### src/rtl/wbu_pipe_pkg.sv
// Shared encodings for the writeback stage: result sources, load sizes and FSM states.
package wbu_pipe_pkg;

    typedef enum logic [1:0] {
        ALU_RES = 2'd0,
        MEM_RES = 2'd1,
        PC4_RES = 2'd2,
        RSV_RES = 2'd3
    } res_src_e;

    typedef enum logic [1:0] {
        LD_B = 2'd0,
        LD_H = 2'd1,
        LD_W = 2'd2,
        LD_D = 2'd3
    } ld_size_e;

    typedef enum logic [1:0] {
        WB_IDLE     = 2'd0,
        WB_WAIT_MEM = 2'd1,
        WB_WRITE    = 2'd2
    } wb_state_e;

endpackage

### src/rtl/wbu_load_ext.sv
// Combinational load extraction: shift raw read data by the byte offset, then
// sign- or zero-extend the selected byte/half/word/dword to XLEN.
module wbu_load_ext
    import wbu_pipe_pkg::*;
#(
    parameter int XLEN  = 32,
    parameter int OFF_W = $clog2(XLEN / 8)
) (
    input  logic [XLEN-1:0]  i_data,
    input  logic [OFF_W-1:0] i_offset,
    input  logic [1:0]       i_size,
    input  logic             i_unsigned,
    output logic [XLEN-1:0]  o_data
);

    logic [XLEN-1:0] w_shifted;
    logic [XLEN-1:0] w_word;

    assign w_shifted = i_data >> {i_offset, 3'b000};

    // On a 32-bit datapath a dword request degenerates to a plain word.
    if (XLEN > 32) begin : g_wide
        assign w_word = (i_size == LD_D) ? w_shifted
                      : {{(XLEN-32){w_shifted[31] & ~i_unsigned}}, w_shifted[31:0]};
    end else begin : g_narrow
        assign w_word = w_shifted;
    end

    always_comb begin
        o_data = w_word;
        case (i_size)
            LD_B:    o_data = {{(XLEN-8){w_shifted[7] & ~i_unsigned}}, w_shifted[7:0]};
            LD_H:    o_data = {{(XLEN-16){w_shifted[15] & ~i_unsigned}}, w_shifted[15:0]};
            default: o_data = w_word;
        endcase
    end

endmodule

### src/rtl/wbu_pipe.sv
// Registered, handshaked writeback stage with multi-cycle load wait.
// Optional WBU_PERF_EN adds 64-bit retired-instruction and memory-stall counters.
module wbu_pipe
    import wbu_pipe_pkg::*;
#(
    parameter int XLEN    = 32,
    parameter int RADDR_W = 5,
    parameter int PC_W    = 32
) (
    input  logic               clk,
    input  logic               rst_n,
    input  logic               in_valid,
    output logic               in_ready,
    input  logic [PC_W-1:0]    in_pc,
    input  logic [XLEN-1:0]    in_alu_result,
    input  logic [1:0]         in_result_src,
    input  logic               in_slt,
    input  logic               in_slt_src,
    input  logic [RADDR_W-1:0] in_rd,
    input  logic               in_reg_wr_en,
    input  logic [1:0]         in_ld_size,
    input  logic               in_ld_unsigned,
    input  logic               mem_rsp_valid,
    input  logic [XLEN-1:0]    mem_rsp_data,
    output logic               rf_wr_en,
    output logic [RADDR_W-1:0] rf_wr_addr,
    output logic [XLEN-1:0]    rf_wr_data,
    output logic               commit_valid,
    output logic [PC_W-1:0]    commit_pc,
    output logic               busy
`ifdef WBU_PERF_EN
    ,
    output logic [63:0]        perf_retired,
    output logic [63:0]        perf_mem_stall
`endif
);

    localparam int OFF_W = $clog2(XLEN / 8);

    wb_state_e          r_state;
    logic [PC_W-1:0]    r_pc;
    logic [RADDR_W-1:0] r_rd;
    logic               r_wr_en;
    logic [1:0]         r_ld_size;
    logic               r_ld_unsigned;
    logic [OFF_W-1:0]   r_offset;

    logic               r_rf_wr_en;
    logic [RADDR_W-1:0] r_rf_wr_addr;
    logic [XLEN-1:0]    r_rf_wr_data;
    logic               r_commit_valid;
    logic [PC_W-1:0]    r_commit_pc;

    logic               w_accept;
    logic               w_is_mem;
    logic [XLEN-1:0]    w_direct;
    logic [XLEN-1:0]    w_load;

    assign in_ready = (r_state != WB_WAIT_MEM);
    assign busy     = (r_state != WB_IDLE);
    assign w_accept = in_valid & in_ready;
    // An SLT result never needs memory data, even when tagged as a load.
    assign w_is_mem = (in_result_src == MEM_RES) & ~in_slt;

    always_comb begin
        w_direct = in_alu_result;
        if (in_slt)
            w_direct = {{(XLEN-1){1'b0}}, in_slt_src};
        else if (in_result_src == PC4_RES)
            w_direct = XLEN'(in_pc + PC_W'(4));
    end

    wbu_load_ext #(
        .XLEN  (XLEN),
        .OFF_W (OFF_W)
    ) u_load_ext (
        .i_data     (mem_rsp_data),
        .i_offset   (r_offset),
        .i_size     (r_ld_size),
        .i_unsigned (r_ld_unsigned),
        .o_data     (w_load)
    );

    always_ff @(posedge clk or negedge rst_n) begin
        if (!rst_n) begin
            r_state        <= WB_IDLE;
            r_pc           <= '0;
            r_rd           <= '0;
            r_wr_en        <= 1'b0;
            r_ld_size      <= '0;
            r_ld_unsigned  <= 1'b0;
            r_offset       <= '0;
            r_rf_wr_en     <= 1'b0;
            r_rf_wr_addr   <= '0;
            r_rf_wr_data   <= '0;
            r_commit_valid <= 1'b0;
            r_commit_pc    <= '0;
        end else begin
            r_rf_wr_en     <= 1'b0;
            r_commit_valid <= 1'b0;
            case (r_state)
                WB_WAIT_MEM: begin
                    if (mem_rsp_valid) begin
                        r_state        <= WB_WRITE;
                        r_commit_valid <= 1'b1;
                        r_commit_pc    <= r_pc;
                        if (r_wr_en && (r_rd != '0)) begin
                            r_rf_wr_en   <= 1'b1;
                            r_rf_wr_addr <= r_rd;
                            r_rf_wr_data <= w_load;
                        end
                    end
                end
                default: begin
                    if (w_accept) begin
                        if (w_is_mem) begin
                            r_state       <= WB_WAIT_MEM;
                            r_pc          <= in_pc;
                            r_rd          <= in_rd;
                            r_wr_en       <= in_reg_wr_en;
                            r_ld_size     <= in_ld_size;
                            r_ld_unsigned <= in_ld_unsigned;
                            r_offset      <= in_alu_result[OFF_W-1:0];
                        end else begin
                            r_state        <= WB_WRITE;
                            r_commit_valid <= 1'b1;
                            r_commit_pc    <= in_pc;
                            if (in_reg_wr_en && (in_rd != '0)) begin
                                r_rf_wr_en   <= 1'b1;
                                r_rf_wr_addr <= in_rd;
                                r_rf_wr_data <= w_direct;
                            end
                        end
                    end else begin
                        r_state <= WB_IDLE;
                    end
                end
            endcase
        end
    end

    assign rf_wr_en     = r_rf_wr_en;
    assign rf_wr_addr   = r_rf_wr_addr;
    assign rf_wr_data   = r_rf_wr_data;
    assign commit_valid = r_commit_valid;
    assign commit_pc    = r_commit_pc;

`ifdef WBU_PERF_EN
    logic [63:0] r_perf_retired;
    logic [63:0] r_perf_mem_stall;

    always_ff @(posedge clk or negedge rst_n) begin
        if (!rst_n) begin
            r_perf_retired   <= '0;
            r_perf_mem_stall <= '0;
        end else begin
            if (r_commit_valid)
                r_perf_retired <= r_perf_retired + 64'd1;
            if (r_state == WB_WAIT_MEM)
                r_perf_mem_stall <= r_perf_mem_stall + 64'd1;
        end
    end

    assign perf_retired   = r_perf_retired;
    assign perf_mem_stall = r_perf_mem_stall;
`endif

endmodule

### config.mk
export PLATFORM = sky130hd
export DESIGN_NAME = wbu_pipe
export DESIGN_NICKNAME = d
export VERILOG_FILES = /design/src/rtl/wbu_pipe_pkg.sv /design/src/rtl/wbu_load_ext.sv /design/src/rtl/wbu_pipe.sv
export SDC_FILE = /design/constraint.sdc
export NUM_CORES = 1
export LEC_CHECK = 0
export BUFFER_PORTS_ARGS = -buffer_cell sky130_fd_sc_hd__buf_2
export CAP_MARGIN = 20
export CORE_AREA = 4 4 122 124
export DETAILED_ROUTE_END_ITERATION = 8
export DIE_AREA = 0 0 126 128
export PLACE_DENSITY = 0.82
export RECOVER_POWER = 50
export SLEW_MARGIN = 5
export SYNTH_ARGS = -nofsm -noshare
export SYNTH_HDL_FRONTEND = slang
export SYNTH_SLANG_ARGS = --single-unit
### constraint.sdc
create_clock -name clk -period 2 [get_ports clk]
set_clock_uncertainty 0.15 [all_clocks]
set_input_delay 0.4 -clock clk [delete_from_list [all_inputs] [get_ports clk]]
set_output_delay 0.4 -clock clk [all_outputs]
set_load 0.02 [all_outputs]
==> impl_results.md <==
* Outcome: complete, but fails checks
* Failing checks: setup timing
* First-pass GRT wire length at 33020 um
* # H-tree levels at 4
* Asr flop ratio synth at 1.000
* Pint at 5868 uW
* Final Cycle Share at 1.099
* Finished Cell Area at 0.009016 mm^2
* CTS tree: done
* Slew HR at 0.5213
* Switch share at 0.3137
* #FFs+latches synth at roughly 120
* CTS root buf: clkbuf_16
* Vias at between 6000 and 7000
* Starting density of the core at 0.4654
* Post-Place Cells at about 1100
* Worst vdd ir at about 580 uV
* Netlist cell types at 55
* Placed cell area at 0.008255 mm^2
* CP Launch Type: flop
* Fmax at 454.9 MHz
* Top cell type's share of synthesized area at 0.4529
* Worst-margin pin slew at 718.1 ps
* Setup TNS at -4004 ps
* Seq/Total Area, Yosys at 0.4529
* Detailed placement HPWL at 15830 um
* Grt total ovfl at 0
* # setup viols final at 37
* Arr. time, crit path at 2350 ps
* Post-DR vias/cell at roughly 5.6
* Ys flop type: dfrtp_1
* Routed wire length per instance at 19.01 um
* Clock Pin Slew Worst Setup and Hold Paths at 50 ps
* Routed WL at around 21000 um
* Net Count, Synth at between 700 and 800
* Worst Hold Class: in2reg
* Pleak at between 0.004 and 0.005 uW
* Synthesis Warnings at 0
* Nets at 1038
* DRC errors left at 0
* RSZ-0062 raised after global routing: yes
* Setup ws final at -198.3 ps
* Logic pwr share at 0.289
* Yosys top cell by area: dfrtp_1
* Synth Area per Inst at between 9 and 10 um^2
* Clock sink count at between 100 and 150
* Mapped Area at 0.006410 mm^2
* Die width at 126 um
* Clock Power Share at 0.349
* Max clock buf depth at 2
* Skew-Pair Late Insertion Delay at 420 ps
* TritonRoute pass-1 iters at 5
* # port buffers at 185
* Final core occ at 0.6546
* Worst Hold Depth at 2
* Largest net degree at the start of global routing at 67
* Die Ht at around 130 um
* Vias in the first global route at 6189
* R2R depth at 7
* Total CTS buffers at 17
* Pwr/cell area at 948.3 mW/mm^2
* Switching power at 2682 uW
* Pins Over Slew Limit at 0
* CP Max Fanout at 6
* GRT Util Overall at 0.2613
* Critical Path RT at 2150 ps
* Seq pwr share at 0.361
* Most frequent cells in the layout: buf_2 (166), dfrtp_1 (115), nand2_1 (82)
* Core ar. at 0.01377 mm^2
* Period minus WS final at roughly 2200 ps
* Fin cells at 1118
* Critical path type: reg2reg
* Share of cells above drive strength 1 at 0.3814
* Most common cell after layout, fill and taps aside: buf_2
* CP Capture Type: flop
* Hold Vio Cnt, Final at 0
* Die Area at 0.01613 mm^2
* DR iter-0 viols at between 400 and 500
* Post-synth EDFFs at 0
* Dominant cells by area after synthesis: dfrtp_1 (45%), mux2i_1 (8.1%), mux2_2 (7.4%), o21ai_0 (5.7%), nand2_1 (4.8%)
* Post-Syn Instances at 669
* Antenna-violating nets left at 0
* Synthesis-to-layout area growth at 40.66%
* Core Rows at 43
* I/O pin total at 186
* Max-cap violations at 0
* Initial antenna violation count at 2
* Placer Congestion at between 0.8 and 0.9
-- cell usage after synthesis, types with 6 or more instances --
master    count
buf_1         8
nand4_1       9
xor2_1       12
xnor2_1      13
mux2_2       42
a21oi_1      48
a221o_1       6
o21ai_0      73
nand3_1      16
clkbuf_1     23
a31oi_1      10
dfrtp_1     116
a211oi_1      6
nor2_1       58
nor2b_1       9
mux2i_1      52
buf_2        13
nand2_1      82
inv_1         8
-- kinds of logic (layout without fill, tap and decap cells) --
| logic type | Yosys count | count (layout) | synth area share |
|---|---|---|---|
| compound gates | 177 | 177 | 0.1687 |
| mux | 97 | 97 | 0.1620 |
| simple gates | 200 | 200 | 0.1468 |
| fa+ha+maj | 1 | 1 | 0.001952 |
| flops | 116 | 116 | 0.4529 |
| other cells | 0 | 2 | 0 |
| buf+inv | 53 | 320 | 0.03357 |
| xor+xnor | 25 | 25 | 0.03416 |
-- power by group through the flow --
stage	Clock, uW	Sequential, uW	Combinational (uW)
after CTS	3000	3080	2430
after floorplan	0	3340	1160
after detailed placement	0	3100	2370
after global placement	0	3080	2320
after global routing	3110	3140	2670
final	2980	3090	2470
-- worst paths after layout --
check                                    start             end  slack (ps)
worst max-delay path                   r_rd[0]  rf_wr_data[10]        -200
worst min-delay path            in_ld_unsigned   r_ld_unsigned          80
worst max register to register         r_rd[0]  rf_wr_data[10]        -200
worst min register to register   commit_pc[28]   commit_pc[28]         330
max in group asynchronous                rst_n   commit_pc[28]         210
min in group asynchronous                rst_n    commit_pc[2]         400
-- worst max-delay path: stages, from the launching register on --
cell and delay (ps):
dfrtp_1 370, or4_4 540, o2111a_2 290, a31oi_4 180
inv_2 100, nand2_4 110, a211oi_2 50, a221o_1 280
-- final cells by class --
class / instances / area [um^2]
clock inverters: 4 / 70.07
multi-input cells: 500 / 3525
clock buffers: 27 / 503.0
inverters: 9 / 36.28
repair buffers: 280 / 1748
flip-flops and latches: 116 / 2904
well taps: 180 / 225.2
fillers: 1138 / 4757
diodes: 2 / 5.005
-- layer usage --
layer	wire (um)	up-vias	share of wire	track usage
li1	-	2917	-	-
met1	9024	3014	0.42	0.3480
met2	10010	282	0.47	0.4150
met3	1422	63	0.067	0.05250
met4	793	0	0.037	0.1167
met5	0	-	0	0
-- repair_timing --
action	CTS	global route
resized for setup	10	16
gates cloned	0	2
hold buffers	1	0
endpoints found under the setup margin	44	50
endpoints found under the hold margin	81	0
setup buffers	7	3
pin swaps	7	3
-- registers in the layout, indices dropped and copies added (netlist names), 2 cells and up --
| name | flops |
|---|---|
| commit_pc | 32 |
| r_pc | 32 |
| rf_wr_data | 32 |
| r_rd | 5 |
| rf_wr_addr | 5 |
| r_ld_size | 2 |
| r_offset | 2 |
| r_state | 2 |
-- metrics by stage --
stage                     power (uW)  hold WS, ps  setup WS (ps)
after detailed placement        5471        117.2         -221.1
after floorplan                 4494       -45.59         -177.3
after CTS                       8509        63.02         -198.6
final                           8550        79.04         -198.3
after global routing            8923        76.28         -231.9
after global placement          5396        119.6         -490.6
No activity file was read; power rests on OpenSTA's default activity.
